--- config.mk ---
export PLATFORM = sky130hd
export DESIGN_NAME = adder_entry_sequencer_flat
export DESIGN_NICKNAME = d
export VERILOG_FILES = /design/src/rtl/adder_entry_sequencer_pkg.sv /design/src/rtl/adder_entry_sequencer_if.sv /design/src/rtl/adder_entry_sequencer_key_debounce.sv /design/src/rtl/adder_entry_sequencer.sv /design/src/flat_wrapper.sv
export SDC_FILE = /design/constraint.sdc
export NUM_CORES = 1
export LEC_CHECK = 0
export BUFFER_PORTS_ARGS = -buffer_cell sky130_fd_sc_hd__buf_2
export CORE_UTILIZATION = 60
export CTS_CLUSTER_SIZE = 14
export DETAILED_ROUTE_END_ITERATION = 10
export PLACE_DENSITY = 0.81
export SLEW_MARGIN = 30
export SYNTH_ARGS = -nofsm -noshare
export SYNTH_HDL_FRONTEND = slang
export SYNTH_SLANG_ARGS = --single-unit
--- constraint.sdc ---
create_clock -name clk -period 3.7 [get_ports clk]
set_input_delay 0.185 -clock clk [delete_from_list [all_inputs] [get_ports clk]]
set_output_delay 0.185 -clock clk [all_outputs]
set_load 0.01 [all_outputs]
--- src/rtl/adder_entry_sequencer_pkg.sv ---
// Shared definitions for the adder entry sequencer.
// Holds the FSM state type, the digit-enable patterns used while each
// display field is live, and the signed-overflow helper used by the adder.
package adder_entry_sequencer_pkg;

    // Encodings are visible on state_dbg, so the values are fixed.
    typedef enum logic [1:0] {
        S_A    = 2'd0,
        S_B    = 2'd1,
        S_ADD  = 2'd2,
        S_SHOW = 2'd3
    } seq_state_t;

    // digit_en patterns: bit5=HEX5 ... bit0=HEX0, 0 = blank.
    localparam logic [5:0] EN_A   = 6'b110000;
    localparam logic [5:0] EN_B   = 6'b111100;
    localparam logic [5:0] EN_ALL = 6'b111111;

    // Two's-complement overflow: operands agree in sign, result does not.
    function automatic logic signed_ovf(input logic [3:0] a,
                                        input logic [3:0] b,
                                        input logic [3:0] s);
        return (a[3] == b[3]) && (s[3] != a[3]);
    endfunction

endpackage

--- src/rtl/adder_entry_sequencer_if.sv ---
// Display/entry bus of the adder entry sequencer.
//   sw_data    : operand entry switches (two's complement)
//   key_step_n : raw step push-button, active low
//   input1     : operand A to the HEX display driver
//   input2     : operand B to the HEX display driver
//   sum        : A+B, 4-bit wrap
//   overflow   : signed overflow of A+B
//   digit_en   : per-digit enable, bit5=HEX5 ... bit0=HEX0, 0 = blank
//   state_dbg  : current FSM state encoding
// master = sequencer side, slave = board/display side.
interface adder_entry_sequencer_if;

    logic [3:0] sw_data;
    logic       key_step_n;
    logic [3:0] input1;
    logic [3:0] input2;
    logic [3:0] sum;
    logic       overflow;
    logic [5:0] digit_en;
    logic [1:0] state_dbg;

    modport master (
        input  sw_data, key_step_n,
        output input1, input2, sum, overflow, digit_en, state_dbg
    );

    modport slave (
        output sw_data, key_step_n,
        input  input1, input2, sum, overflow, digit_en, state_dbg
    );

endinterface

--- src/rtl/adder_entry_sequencer_key_debounce.sv ---
// Step-key conditioner: 2-flop synchronizer, level debounce, press pulse.
//   clk    : system clock
//   rst_n  : asynchronous active-low reset (key seen as released)
//   key_n  : raw active-low push-button, asynchronous and bouncy
//   press  : one-cycle pulse on an accepted released->pressed transition
// A new level is accepted only after DEBOUNCE_CYCLES consecutive synchronized
// samples that differ from the current accepted level; latency from a clean
// edge to press is 2 + DEBOUNCE_CYCLES cycles.
module adder_entry_sequencer_key_debounce #(
    parameter int DEBOUNCE_CYCLES = 500000
) (
    input  logic clk,
    input  logic rst_n,
    input  logic key_n,
    output logic press
);

    localparam int CW = (DEBOUNCE_CYCLES > 1) ? $clog2(DEBOUNCE_CYCLES) : 1;
    localparam logic [CW-1:0] CNT_LAST = CW'(DEBOUNCE_CYCLES - 1);

    logic          key_s1;
    logic          key_s2;
    logic          key_db;
    logic [CW-1:0] cnt;
    logic          accept;

    // The final differing sample of the run flips the accepted level.
    assign accept = (key_s2 != key_db) && (cnt == CNT_LAST);

    always_ff @(posedge clk or negedge rst_n) begin
        if (!rst_n) begin
            key_s1 <= 1'b1;
            key_s2 <= 1'b1;
            key_db <= 1'b1;
            cnt    <= '0;
            press  <= 1'b0;
        end else begin
            key_s1 <= key_n;
            key_s2 <= key_s1;
            press  <= accept && !key_s2;
            if (key_s2 == key_db) begin
                cnt <= '0;
            end else if (accept) begin
                cnt    <= '0;
                key_db <= key_s2;
            end else begin
                cnt <= cnt + 1'b1;
            end
        end
    end

endmodule

--- src/rtl/adder_entry_sequencer.sv ---
// Front-end controller for the 4-bit signed adder display.
//   clk    : system clock, single domain
//   rst_n  : asynchronous active-low reset
//   bus    : entry/display bus (master side), see adder_entry_sequencer_if
// One key press per step: enter A (S_A), enter B (S_B), add for one cycle
// (S_ADD), then hold the result (S_SHOW). On overflow the two sum digits
// blink with a BLINK_DIV-cycle half-period, starting visible.
module adder_entry_sequencer
    import adder_entry_sequencer_pkg::*;
#(
    parameter int DEBOUNCE_CYCLES = 500000,
    parameter int BLINK_DIV       = 25000000
) (
    input  logic                   clk,
    input  logic                   rst_n,
    adder_entry_sequencer_if.master bus
);

    localparam int BW = (BLINK_DIV > 1) ? $clog2(BLINK_DIV) : 1;
    localparam logic [BW-1:0] BLINK_LAST = BW'(BLINK_DIV - 1);

    seq_state_t    state, state_next;
    logic [3:0]    input1, input1_next;
    logic [3:0]    input2, input2_next;
    logic [3:0]    sum, sum_next;
    logic          ovf, ovf_next;
    logic [BW-1:0] blink_cnt, blink_cnt_next;
    logic          blink_on, blink_on_next;
    logic          press;
    logic [5:0]    digit_en;

    adder_entry_sequencer_key_debounce #(
        .DEBOUNCE_CYCLES(DEBOUNCE_CYCLES)
    ) u_key (
        .clk  (clk),
        .rst_n(rst_n),
        .key_n(bus.key_step_n),
        .press(press)
    );

    always_ff @(posedge clk or negedge rst_n) begin
        if (!rst_n) begin
            state     <= S_A;
            input1    <= '0;
            input2    <= '0;
            sum       <= '0;
            ovf       <= 1'b0;
            blink_cnt <= '0;
            blink_on  <= 1'b1;
        end else begin
            state     <= state_next;
            input1    <= input1_next;
            input2    <= input2_next;
            sum       <= sum_next;
            ovf       <= ovf_next;
            blink_cnt <= blink_cnt_next;
            blink_on  <= blink_on_next;
        end
    end

    always_comb begin
        state_next     = state;
        input1_next    = input1;
        input2_next    = input2;
        sum_next       = sum;
        ovf_next       = ovf;
        blink_cnt_next = blink_cnt;
        blink_on_next  = blink_on;
        case (state)
            S_A: begin
                input1_next = bus.sw_data;
                if (press) state_next = S_B;
            end
            S_B: begin
                input2_next = bus.sw_data;
                if (press) state_next = S_ADD;
            end
            S_ADD: begin
                sum_next       = input1 + input2;
                ovf_next       = signed_ovf(input1, input2, sum_next);
                // Blink restarts visible on every SHOW entry.
                blink_cnt_next = '0;
                blink_on_next  = 1'b1;
                state_next     = S_SHOW;
            end
            S_SHOW: begin
                if (press) begin
                    state_next  = S_A;
                    input2_next = '0;
                    sum_next    = '0;
                    ovf_next    = 1'b0;
                end else if (blink_cnt == BLINK_LAST) begin
                    blink_cnt_next = '0;
                    blink_on_next  = !blink_on;
                end else begin
                    blink_cnt_next = blink_cnt + 1'b1;
                end
            end
            default: state_next = S_A;
        endcase
    end

    always_comb begin
        digit_en = EN_A;
        case (state)
            S_A:    digit_en = EN_A;
            S_B:    digit_en = EN_B;
            S_ADD:  digit_en = EN_B;
            S_SHOW: digit_en = (ovf && !blink_on) ? EN_B : EN_ALL;
            default: digit_en = EN_A;
        endcase
    end

    assign bus.input1    = input1;
    assign bus.input2    = input2;
    assign bus.sum       = sum;
    assign bus.overflow  = ovf;
    assign bus.digit_en  = digit_en;
    assign bus.state_dbg = state;

endmodule

--- src/flat_wrapper.sv ---
// flat-port wrapper written by rule: the top's interface ports become plain ports
module adder_entry_sequencer_flat import adder_entry_sequencer_pkg::*;
#(
    parameter int DEBOUNCE_CYCLES = 500000,
    parameter int BLINK_DIV       = 25000000
)
  (clk, rst_n, bus_sw_data, bus_key_step_n, bus_input1, bus_input2, bus_sum, bus_overflow, bus_digit_en, bus_state_dbg);
  adder_entry_sequencer_if bus_i ();
  input  logic clk;
  input  logic rst_n;
  input wire logic [$bits(bus_i.sw_data)-1:0] bus_sw_data;
  input wire logic [$bits(bus_i.key_step_n)-1:0] bus_key_step_n;
  output wire logic [$bits(bus_i.input1)-1:0] bus_input1;
  output wire logic [$bits(bus_i.input2)-1:0] bus_input2;
  output wire logic [$bits(bus_i.sum)-1:0] bus_sum;
  output wire logic [$bits(bus_i.overflow)-1:0] bus_overflow;
  output wire logic [$bits(bus_i.digit_en)-1:0] bus_digit_en;
  output wire logic [$bits(bus_i.state_dbg)-1:0] bus_state_dbg;
  assign bus_i.sw_data = bus_sw_data;
  assign bus_i.key_step_n = bus_key_step_n;
  assign bus_input1 = bus_i.input1;
  assign bus_input2 = bus_i.input2;
  assign bus_sum = bus_i.sum;
  assign bus_overflow = bus_i.overflow;
  assign bus_digit_en = bus_i.digit_en;
  assign bus_state_dbg = bus_i.state_dbg;
  adder_entry_sequencer #(.DEBOUNCE_CYCLES(DEBOUNCE_CYCLES), .BLINK_DIV(BLINK_DIV)) u_core (.clk(clk), .rst_n(rst_n), .bus(bus_i));
endmodule
==> run summary, run 1 <==
clock skew: 13.6 ps
vias in the first global route: 2574
first-pass GRT wire length: 11900 um
syn_area_per_cell: 9.70 sq um
Crit path arrival time: 2440 ps
Synth top cells by count: dfrtp_1 (60), nor2_1 (31), nand2_1 (30)
unrepaired setup endpoints after global routing: false
yosys synthesis warning count: 0
Multi-input gate area: 1640 sq um
sequential-to-total area share from yosys stat: 0.475
gr usage total: 0.252
fin area: 3770 sq um
largest buffer count on any clock path: 2
top-count cell post-synth: dfrtp_1
CP cell instances: nand4_1 -> nor4_1 -> nand4_1 -> a21oi_1 -> o21ai_0
CP required: 3930 ps
drt drc: 0
setup TNS: 0 ps
Post-DP Area: 3520 sq um
slowest stage delay, CP: 820 ps
Synth Cell Area: 3390 sq um
initial drt markers: 287
core area: 5270 sq um
TritonRoute pass-1 iters: 4
Layout area overhead: 11.3%
startpoint types: flip-flop
Detailed Route WL: 6850 um
CTS tree: yes
Fin Hold WS: 85.6 ps
post-route ant nets: 0
vias per cell: 6.07
CP Capture Type: flip-flop
leakage: 1.60 nW
post-synthesis cell count: 349
global route overflow: 0
Rows: 26
Register Area: 1610 sq um
worst skew pair latency: 350 ps
CTS Sinks: 64
fill count: 400
setup ws final: 1490 ps
WL per Instance: 15.2 um
Worst Tran Pin Value: 839 ps
Yosys reg bits: 64
Die Y: 77.1 um
Final setup violation count: 0
Max Freq: 453 MHz
Post-Layout Cell Count: 449
top cells by area, synth: dfrtp_1 (44%), a31oi_1 (3.9%), ha_1 (3.7%), nor2_1 (3.4%), xor2_1 (3.4%)
Main synth FF type: dfrtp_1
Max Slew Vio Count: 0
# port buffers: 25
Setup Fix Bufs, Post-CTS: 0
placed cells: 431
die footprint: 5950 sq um
placer congestion estimate: 0.906
Async SR Flop Fraction: 1.00
CTS clock-pin slew for the worst setup and hold paths: 70 ps
status: finished clean
I/O pins: 28
Final Hold Vio Count: 0
Initial Util: 0.642
Yosys top cell area share: 0.443
via count: 2726
maximum number of pins on one net before global-route repair: 38
HPWL Detailed: 4590 um
initial antenna violation count: 0
Num CTS Buffers: 9
Root Driver: clkbuf_8
worst vdd ir: 0.000367 V
Die X: 77.1 um
Netlist cell types: 44
critical path class: reg2reg
H-tree levels: 3
antenna fix cells: 0
minimum clock period: 2210 ps
largest area contributor in the netlist: dfrtp_1
Tcrit/Tclk final: 0.597
Critical Path Fanout Max: 8
max_cap viols: 0
fin nets: 392
top cell family by delay on the critical path: simple AND/OR/NAND/NOR gates
worst hold path type: in2reg
Max-slew headroom: 0.436
Top cell by count, worst path: nand4_1
Post-synth EDFFs: 0
Critical-path top delay cell: nor4_1
worst slack at placement: 1620 ps
Cell Pwr Density: 380 nW/um^2
WP buf/inv: 0
layout cells sized above 1: 0.156
kinds of logic after synthesis:
group	after synthesis	synth area share
buf+inv	27	0.0418
fa+ha+maj	11	0.0429
flops	64	0.475
other cells	1	0.00111
mux	14	0.0440
xor+xnor	22	0.0569
compound gates	70	0.122
simple gates	140	0.217
worst paths after layout:
| check | startpoint | end | slack (ps) | cells after the start |
|---|---|---|---|---|
| max | u_core.blink_cnt[2]$_DFFE_PN0P_ | u_core.blink_cnt[21]$_DFFE_PN0P_ | 1490 | 5 |
| min | bus_sw_data[0] | u_core.bus.input1[0]$_DFFE_PN0N_ | 90 | 2 |
| max reg2reg | u_core.blink_cnt[2]$_DFFE_PN0P_ | u_core.blink_cnt[21]$_DFFE_PN0P_ | 1490 | 5 |
| min reg2reg | u_core.u_key.key_s1$_DFF_PN1_ | u_core.u_key.key_s2$_DFF_PN1_ | 360 | 0 |
| max in group asynchronous | rst_n | u_core.blink_on$_DFFE_PN1P_ | 2400 | 3 |
| min in group asynchronous | rst_n | u_core.bus.sum[1]$_DFFE_PN0P_ | 380 | 2 |
per-layer routing:
layer | vias to the layer above | GRT usage | wire [um]
met5 | - | 0 | 0
met4 | 0 | 0.117 | 124
met3 | 13 | 0.0488 | 377
met2 | 102 | 0.389 | 3220
met1 | 1314 | 0.343 | 3130
li1 | 1297 | - | -
layout by cell type, fill, tap and decap left out, drive strengths merged, types with 2 or more instances in the layout:
master / netlist / routed
ha: 10 / 10
nor4: 7 / 7
nand3: 14 / 14
a41oi: 3 / 3
and4: 2 / 2
nand3b: 3 / 3
xor2: 13 / 13
o21ai: 19 / 19
nor3: 9 / 9
xnor2: 9 / 9
a21oi: 21 / 21
dlygate4sd3: 0 / 2
and3: 9 / 9
nand2b: 9 / 9
dfstp: 4 / 4
nor2: 31 / 31
bufinv: 0 / 2
nand2: 30 / 30
buf: 9 / 29
a21o: 2 / 2
mux2i: 7 / 7
mux2: 7 / 7
clkbuf: 9 / 13
nand4: 15 / 15
or3: 3 / 3
or4: 2 / 2
inv: 9 / 9
a31oi: 21 / 21
dfrtp: 60 / 60
conb: 1 / 2
area by class of cell:
cell class              count  area share
well taps                  70      0.0232
multi-input cells         259       0.436
inverters                   9     0.00896
flip-flops and latches     64       0.426
repair buffers             31      0.0465
clock buffers              13      0.0422
clock inverters             3      0.0173
flip-flops by register name, summed over array words and instances, names as in the netlist, 2 cells and up:
| name | count |
|---|---|
| u_core.bus.state_dbg | 2 |
| u_core.bus.input1 | 4 |
| u_core.bus.input2 | 4 |
| u_core.u_key.cnt | 19 |
| u_core.blink_cnt | 25 |
| u_core.bus.sum | 4 |
repair_timing:
item	in CTS	in global routing
gates resized for setup	0	0
hold endpoints to repair	25	0
hold buffers	2	0
power by group:
| part | leakage [nW] | switching (mW) | internal (mW) |
|---|---|---|---|
| logic | 0.638 | 0.0281 | 0.0153 |
| registers | 0.848 | 0.00581 | 0.707 |
| clock network | 0.114 | 0.259 | 0.416 |
metrics by stage:
stage	total power [mW]	utilization
3_5_place_dp	0.769	0.669
3_3_place_gp	0.767	0.669
5_1_grt	1.47	0.715
2_1_floorplan	0.745	-
6_report	1.43	0.715
4_1_cts	1.44	0.715
Power figures use the tool's default switching activity.
==> run 2, diff against run 1 <==
- CORE_UTILIZATION: 60 -> 54
- PLACE_DENSITY: 0.81 -> 0.77
- clock period: 3.7 -> 2 ns (I/O delays scaled with it)
==> run 2 against run 1 <==
Compared with the run above: sequential share of layout area fell by 2.7 points; clock power grew 97%; combinational power increased by 100%; via count grew 3.5%; worst hold slack lost 68 ps; worst setup slack lost 1400 ps.
==> run summary, run 2 (same netlist as run 1, synthesis figures left out) <==
status: finished clean (unchanged)
Crit path arrival time: 2140 ps (was 2440 ps)
minimum clock period: 1940 ps (was 2210 ps)
CTS Sinks: 64 (unchanged)
startpoint types: flip-flop (unchanged)
H-tree levels: 3 (unchanged)
CTS tree: yes (unchanged)
most frequent cells in the layout: dfrtp_1 (60), nor2_1 (31), nand2_1 (30), buf_2 (25), a31oi_1 (21) (unchanged)
Cell Pwr Density: 679 nW/um^2 (was 380 nW/um^2)
fin nets: 413 (was 392)
post-route ant nets: 0 (unchanged)
CP required: 2200 ps (was 3930 ps)
GRT met1 Usage: 0.322 (was 0.343)
I/O pins: 28 (unchanged)
vias per cell: 5.95 (was 6.07)
Reg2Reg Depth: 6 (was 5)
worst skew pair latency: 350 ps (about the same)
Setup Fix Bufs, Post-CTS: 0 (unchanged)
antenna fix cells: 0 (unchanged)
first-pass GRT wire length: 12100 um (was 11900 um)
maximum number of pins on one net before global-route repair: 25 (was 38)
Die Y: 81.2 um (was 77.1 um)
CP Capture Type: flip-flop (unchanged)
gr usage total: 0.250 (was 0.252)
drt drc: 0 (unchanged)
initial antenna violation count: 0 (unchanged)
via count: 2822 (was 2726)
initial drt markers: 192 (was 287)
Biggest register: u_core.blink_cnt (unchanged)
placer congestion estimate: 0.811 (was 0.906)
worst vdd ir: 0.000471 V (was 0.000367 V)
Num CTS Buffers: 9 (unchanged)
max reg flops: 25 (unchanged)
clock skew: 8.34 ps (was 13.6 ps)
Tcrit/Tclk final: 0.969 (was 0.597)
HPWL Detailed: 4850 um (was 4590 um)
TritonRoute pass-1 iters: 4 (unchanged)
core area: 5990 sq um (was 5270 sq um)
Initial Util: 0.565 (was 0.642)
max_cap viols: 0 (unchanged)
layout cells sized above 1: 0.211 (was 0.156)
top cell family by delay on the critical path: simple AND/OR/NAND/NOR gates (unchanged)
Layout area overhead: 18.9% (was 11.3%)
Post-Layout Cell Count: 474 (was 449)
Critical-path top delay cell: dfrtp_1 (was nor4_1)
slowest stage delay, CP: 440 ps (was 820 ps)
global route overflow: 0 (unchanged)
Largest regs: u_core.blink_cnt (25), u_core.u_key.cnt (19) (unchanged)
WP buf/inv: 1 (was 0)
CP cell instances: or3_1 -> nor4_4 -> a21oi_4 -> buf_12 -> a41oi_2 -> a31oi_1 (was nand4_1 -> nor4_1 -> nand4_1 -> a21oi_1 -> o21ai_0)
Max Freq: 516 MHz (was 453 MHz)
hold path depth: 2 (unchanged)
Worst Tran Pin Value: 559 ps (was 839 ps)
Root Driver: clkbuf_8 (unchanged)
met3 Use GR: 0.0607 (was 0.0488)
placed cells: 454 (was 431)
met2 Usage GRT: 0.404 (was 0.389)
Final Hold Vio Count: 0 (unchanged)
Rows: 28 (was 26)
Detailed Route WL: 7370 um (was 6850 um)
Final setup violation count: 0 (unchanged)
# port buffers: 25 (unchanged)
leakage: 1.72 nW (was 1.60 nW)
Max Slew Vio Count: 0 (unchanged)
largest buffer count on any clock path: 2 (unchanged)
fill count: 458 (was 400)
Levels on crit path: 6 (was 5)
worst hold path type: in2reg (unchanged)
Die X: 81.2 um (was 77.1 um)
WL per Instance: 15.5 um (was 15.2 um)
Critical Path Fanout Max: 21 (was 8)
critical path class: reg2reg (unchanged)
vias in the first global route: 2673 (was 2574)
CTS clock-pin slew for the worst setup and hold paths: 70 ps (about the same)
die footprint: 6590 sq um (was 5950 sq um)
Max-slew headroom: 0.627 (was 0.436)
commonest non-fill, non-tap cell in the layout: dfrtp_1 (unchanged)
Final Core Density: 0.672 (was 0.715)
GRT Max-Usage Layer: met2 (unchanged)
[run 2: cell types whose count changed in the layout (fill, tap and decap cells not counted), sizes merged]
cell,change
clkinv,+2
buf,+18
clkbuf,-4
bufinv,+1
dlygate4sd3,+3
[run 2: path summary, 6_finish.rpt]
check                                                  from                                  end  slack [ps]
setup / recovery           u_core.blink_cnt[10]$_DFFE_PN0P_      u_core.blink_cnt[3]$_DFFE_PN0P_          60
hold / removal                               bus_sw_data[2]     u_core.bus.input1[2]$_DFFE_PN0N_          20
setup reg to reg           u_core.blink_cnt[10]$_DFFE_PN0P_      u_core.blink_cnt[3]$_DFFE_PN0P_          60
hold reg to reg               u_core.u_key.key_s1$_DFF_PN1_        u_core.u_key.key_s2$_DFF_PN1_         360
max in group asynchronous                             rst_n      u_core.u_key.key_db$_DFFE_PN1P_        1040
min in group asynchronous                             rst_n  u_core.bus.state_dbg[0]$_DFFE_PN0P_         230
[run 2: stage by stage]
step           cell area (sq um)  setup WS, ps  setup TNS, ps  total power [mW]  hold slack [ps]
2_1_floorplan               3390          49.7              0              1.38             -196
3_3_place_gp                3690          79.8              0              1.42             62.3
3_5_place_dp                3690         -16.4          -16.4              1.43             82.6
4_1_cts                     3990          29.0              0              2.75             16.4
5_1_grt                     4030         -42.9          -52.0              2.82             5.56
6_report                    4030          61.1              0              2.73             17.3
[run 2: power by group]
part	leakage [nW]	switching [mW]	internal, mW
clock network	0.119	0.508	0.818
logic	0.753	0.0541	0.0344
registers	0.848	0.0116	1.31
total	1.72	0.573	2.16
[run 2: per-layer routing]
metal / up-vias / share of wire
met5: - / 0
met4: 0 / 0.015
met3: 11 / 0.045
met2: 78 / 0.49
met1: 1390 / 0.45
li1: 1343 / -
[run 2: timing repair]
item	4_1_cts	5_1_grt
hold buffers	5	0
setup endpoints to repair	1	37
gates cloned	0	0
pin swaps	1	1
gates resized for setup	1	7
hold endpoints to repair	21	0
[run 2: final cells by class]
cell class,instances,area [sq um],area share
multi-input combinational,259,1690,0.421
sequential,64,1610,0.399
timing repair buffer,52,365,0.0908
clock buffer,9,124,0.0308
clock inverter,6,109,0.0270
tap,75,93.8,0.0233
inverter,9,33.8,0.00839
==> run 3, diff against run 2 <==
- PLACE_DENSITY: 0.77 -> 0.72
==> run 3 against run 2 <==
Compared with the run above: sequential share of layout area hardly changed; largest power group is now registers; clock skew is 1.7 ps higher; wire length is 4.5% lower; final cell count is 0.84% higher; sequential power hardly changed; critical endpoint is now u_core.blink_cnt[22]$_DFFE_PN0P_; via count is 1.3% lower; count of clock-buffer cells in the layout is 2 higher; cell area hardly changed; sequential cell count stayed put; core utilization is 0.063 points higher; critical path depth stayed put.
==> run summary, run 3 (same netlist as run 1, synthesis figures left out) <==
worst hold path type: in2reg (unchanged)
Detailed Route WL: 7040 um (was 7370 um)
worst vdd ir: 0.000541 V (was 0.000471 V)
Die Y: 81.2 um (unchanged)
Hold Path End: u_core.bus.input1[3]$_DFFE_PN0N_ (was u_core.bus.input1[2]$_DFFE_PN0N_)
initial drt markers: 171 (was 192)
startpoint types: flip-flop (unchanged)
Crit path arrival time: 2140 ps (about the same)
HPWL Detailed: 4720 um (was 4850 um)
layout cells sized above 1: 0.213 (was 0.211)
vias per cell: 5.83 (was 5.95)
antenna fix cells: 0 (unchanged)
Critical Path Fanout Max: 23 (was 21)
Biggest register: u_core.blink_cnt (unchanged)
Initial Util: 0.565 (unchanged)
CTS clock-pin slew for the worst setup and hold paths: 80 ps (was 70 ps)
Rows: 28 (unchanged)
Multi-input gate area: 1670 sq um (was 1690 sq um)
WL per Instance: 14.7 um (was 15.5 um)
Final setup violation count: 0 (unchanged)
# port buffers: 25 (unchanged)
Max Freq: 516 MHz (about the same)
CTS tree: yes (unchanged)
Power Total: 2.66 mW (was 2.73 mW)
maximum number of pins on one net before global-route repair: 43 (was 25)
max reg flops: 25 (unchanged)
max_cap viols: 0 (unchanged)
commonest non-fill, non-tap cell in the layout: dfrtp_1 (unchanged)
I/O pins: 28 (unchanged)
hold path depth: 2 (unchanged)
die footprint: 6590 sq um (unchanged)
Largest regs: u_core.blink_cnt (25), u_core.u_key.cnt (19) (unchanged)
vias in the first global route: 2625 (was 2673)
Root Driver: clkbuf_8 (unchanged)
placer congestion estimate: 0.806 (was 0.811)
CP required: 2200 ps (about the same)
H-tree levels: 3 (unchanged)
Die X: 81.2 um (unchanged)
Num CTS Buffers: 9 (unchanged)
HP Start: bus_sw_data[3] (was bus_sw_data[2])
via count: 2785 (was 2822)
Final Hold Vio Count: 0 (unchanged)
first-pass GRT wire length: 11900 um (was 12100 um)
fin nets: 416 (was 413)
Register Area: 1610 sq um (about the same)
worst skew pair latency: 350 ps (about the same)
minimum clock period: 1940 ps (about the same)
CTS Sinks: 64 (unchanged)
most frequent cells in the layout: dfrtp_1 (58), nor2_1 (31), nand2_1 (30), buf_2 (25), buf_4 (22) (was dfrtp_1 (60), nor2_1 (31), nand2_1 (30), buf_2 (25), a31oi_1 (21))
post-route ant nets: 0 (unchanged)
critical path class: reg2reg (unchanged)
CP Capture Type: flip-flop (unchanged)
Layout area overhead: 19.0% (was 18.9%)
status: finished clean (unchanged)
Cell Pwr Density: 661 nW/um^2 (was 679 nW/um^2)
r2r setup slk: 60 ps (about the same)
worst flop-to-flop path endpoint: u_core.blink_cnt[22]$_DFFE_PN0P_ (was u_core.blink_cnt[3]$_DFFE_PN0P_)
TritonRoute pass-1 iters: 4 (unchanged)
largest buffer count on any clock path: 2 (unchanged)
clock skew: 10.0 ps (was 8.34 ps)
Reg2Reg Depth: 6 (unchanged)
global route overflow: 0 (unchanged)
core area: 5990 sq um (unchanged)
initial antenna violation count: 0 (unchanged)
Tcrit/Tclk final: 0.969 (about the same)
R2R Path Start: u_core.blink_cnt[8]$_DFFE_PN0P_ (was u_core.blink_cnt[10]$_DFFE_PN0P_)
fill count: 465 (was 458)
Max Slew Vio Count: 0 (unchanged)
Worst Tran Pin Value: 568 ps (was 559 ps)
Max-slew headroom: 0.621 (was 0.627)
gr usage total: 0.236 (was 0.250)
drt drc: 0 (unchanged)
setup TNS: 0 ps (unchanged)
leakage: 1.72 nW (about the same)
## run 3: changes by cell type in the layout (fill, tap and decap cells not counted), sizes merged
cell	previous run	this run
buf	47	50
bufinv	3	2
clkbuf	9	11
clkinv	3	1
clkinvlp	0	2
## run 3: layout make-up
class	instances	share of cell area
flip-flops and latches	64	0.399
inverters	9	0.00839
well taps	75	0.0233
clock inverters	5	0.0199
multi-input cells	259	0.415
repair buffers	55	0.0994
clock buffers	11	0.0351
## run 3: critical path: stages (launching register included)
cell,delay [ps]
dfrtp_2,460
or3_4,400
nor4_4,360
a21oi_4,130
buf_12,170
a41oi_1,210
a31oi_1,60
## run 3: where the power goes
group	switching (mW)	internal, mW
Sequential	0.0105	1.31
Clock	0.525	0.734
Combinational	0.0525	0.0348
Total	0.588	2.08
## run 3: through the flow
stage	util	cell area [sq um]	hold slack (ps)	setup slack, ps	std cells
final	0.673	4030	4.02	61.9	478
after floorplan	-	3390	-196	49.7	350
after CTS	0.667	3990	0.688	19.4	477
after global routing	0.673	4030	0.206	-32.6	478
after global placement	0.621	3720	117	77.2	456
after detailed placement	0.621	3720	121	32.2	456
## run 3: worst max-delay path by stage
stage | startpoint | endpoint | slack, ps | cells after the start
6_report | u_core.blink_cnt[8]$_DFFE_PN0P_ | u_core.blink_cnt[22]$_DFFE_PN0P_ | 60 | 6
4_1_cts | u_core.blink_cnt[17]$_DFFE_PN0P_ | u_core.blink_cnt[22]$_DFFE_PN0P_ | 20 | 6
5_1_grt | u_core.blink_cnt[10]$_DFFE_PN0P_ | u_core.blink_cnt[3]$_DFFE_PN0P_ | -30 | 6
2_1_floorplan | u_core.blink_cnt[17]$_DFFE_PN0P_ | u_core.blink_cnt[13]$_DFFE_PN0P_ | 50 | 7
3_3_place_gp | u_core.blink_cnt[17]$_DFFE_PN0P_ | u_core.blink_cnt[3]$_DFFE_PN0P_ | 80 | 6
3_5_place_dp | u_core.blink_cnt[17]$_DFFE_PN0P_ | u_core.blink_cnt[22]$_DFFE_PN0P_ | 30 | 6
## run 3: what timing repair did
item	in CTS	in global routing
hold buffers	5	0
resized for setup	0	6
endpoints found under the setup margin	0	19
setup buffers	0	1
endpoints found under the hold margin	25	0
## run 3: per-layer routing
| metal | vias to the layer above | GRT usage | routed length, um |
|---|---|---|---|
| met1 | 1357 | 0.316 | 3380 |
| met3 | 10 | 0.0551 | 309 |
| li1 | 1350 | - | - |
| met2 | 68 | 0.366 | 3260 |
| met4 | 0 | 0.102 | 82 |
| met5 | - | 0 | 0 |
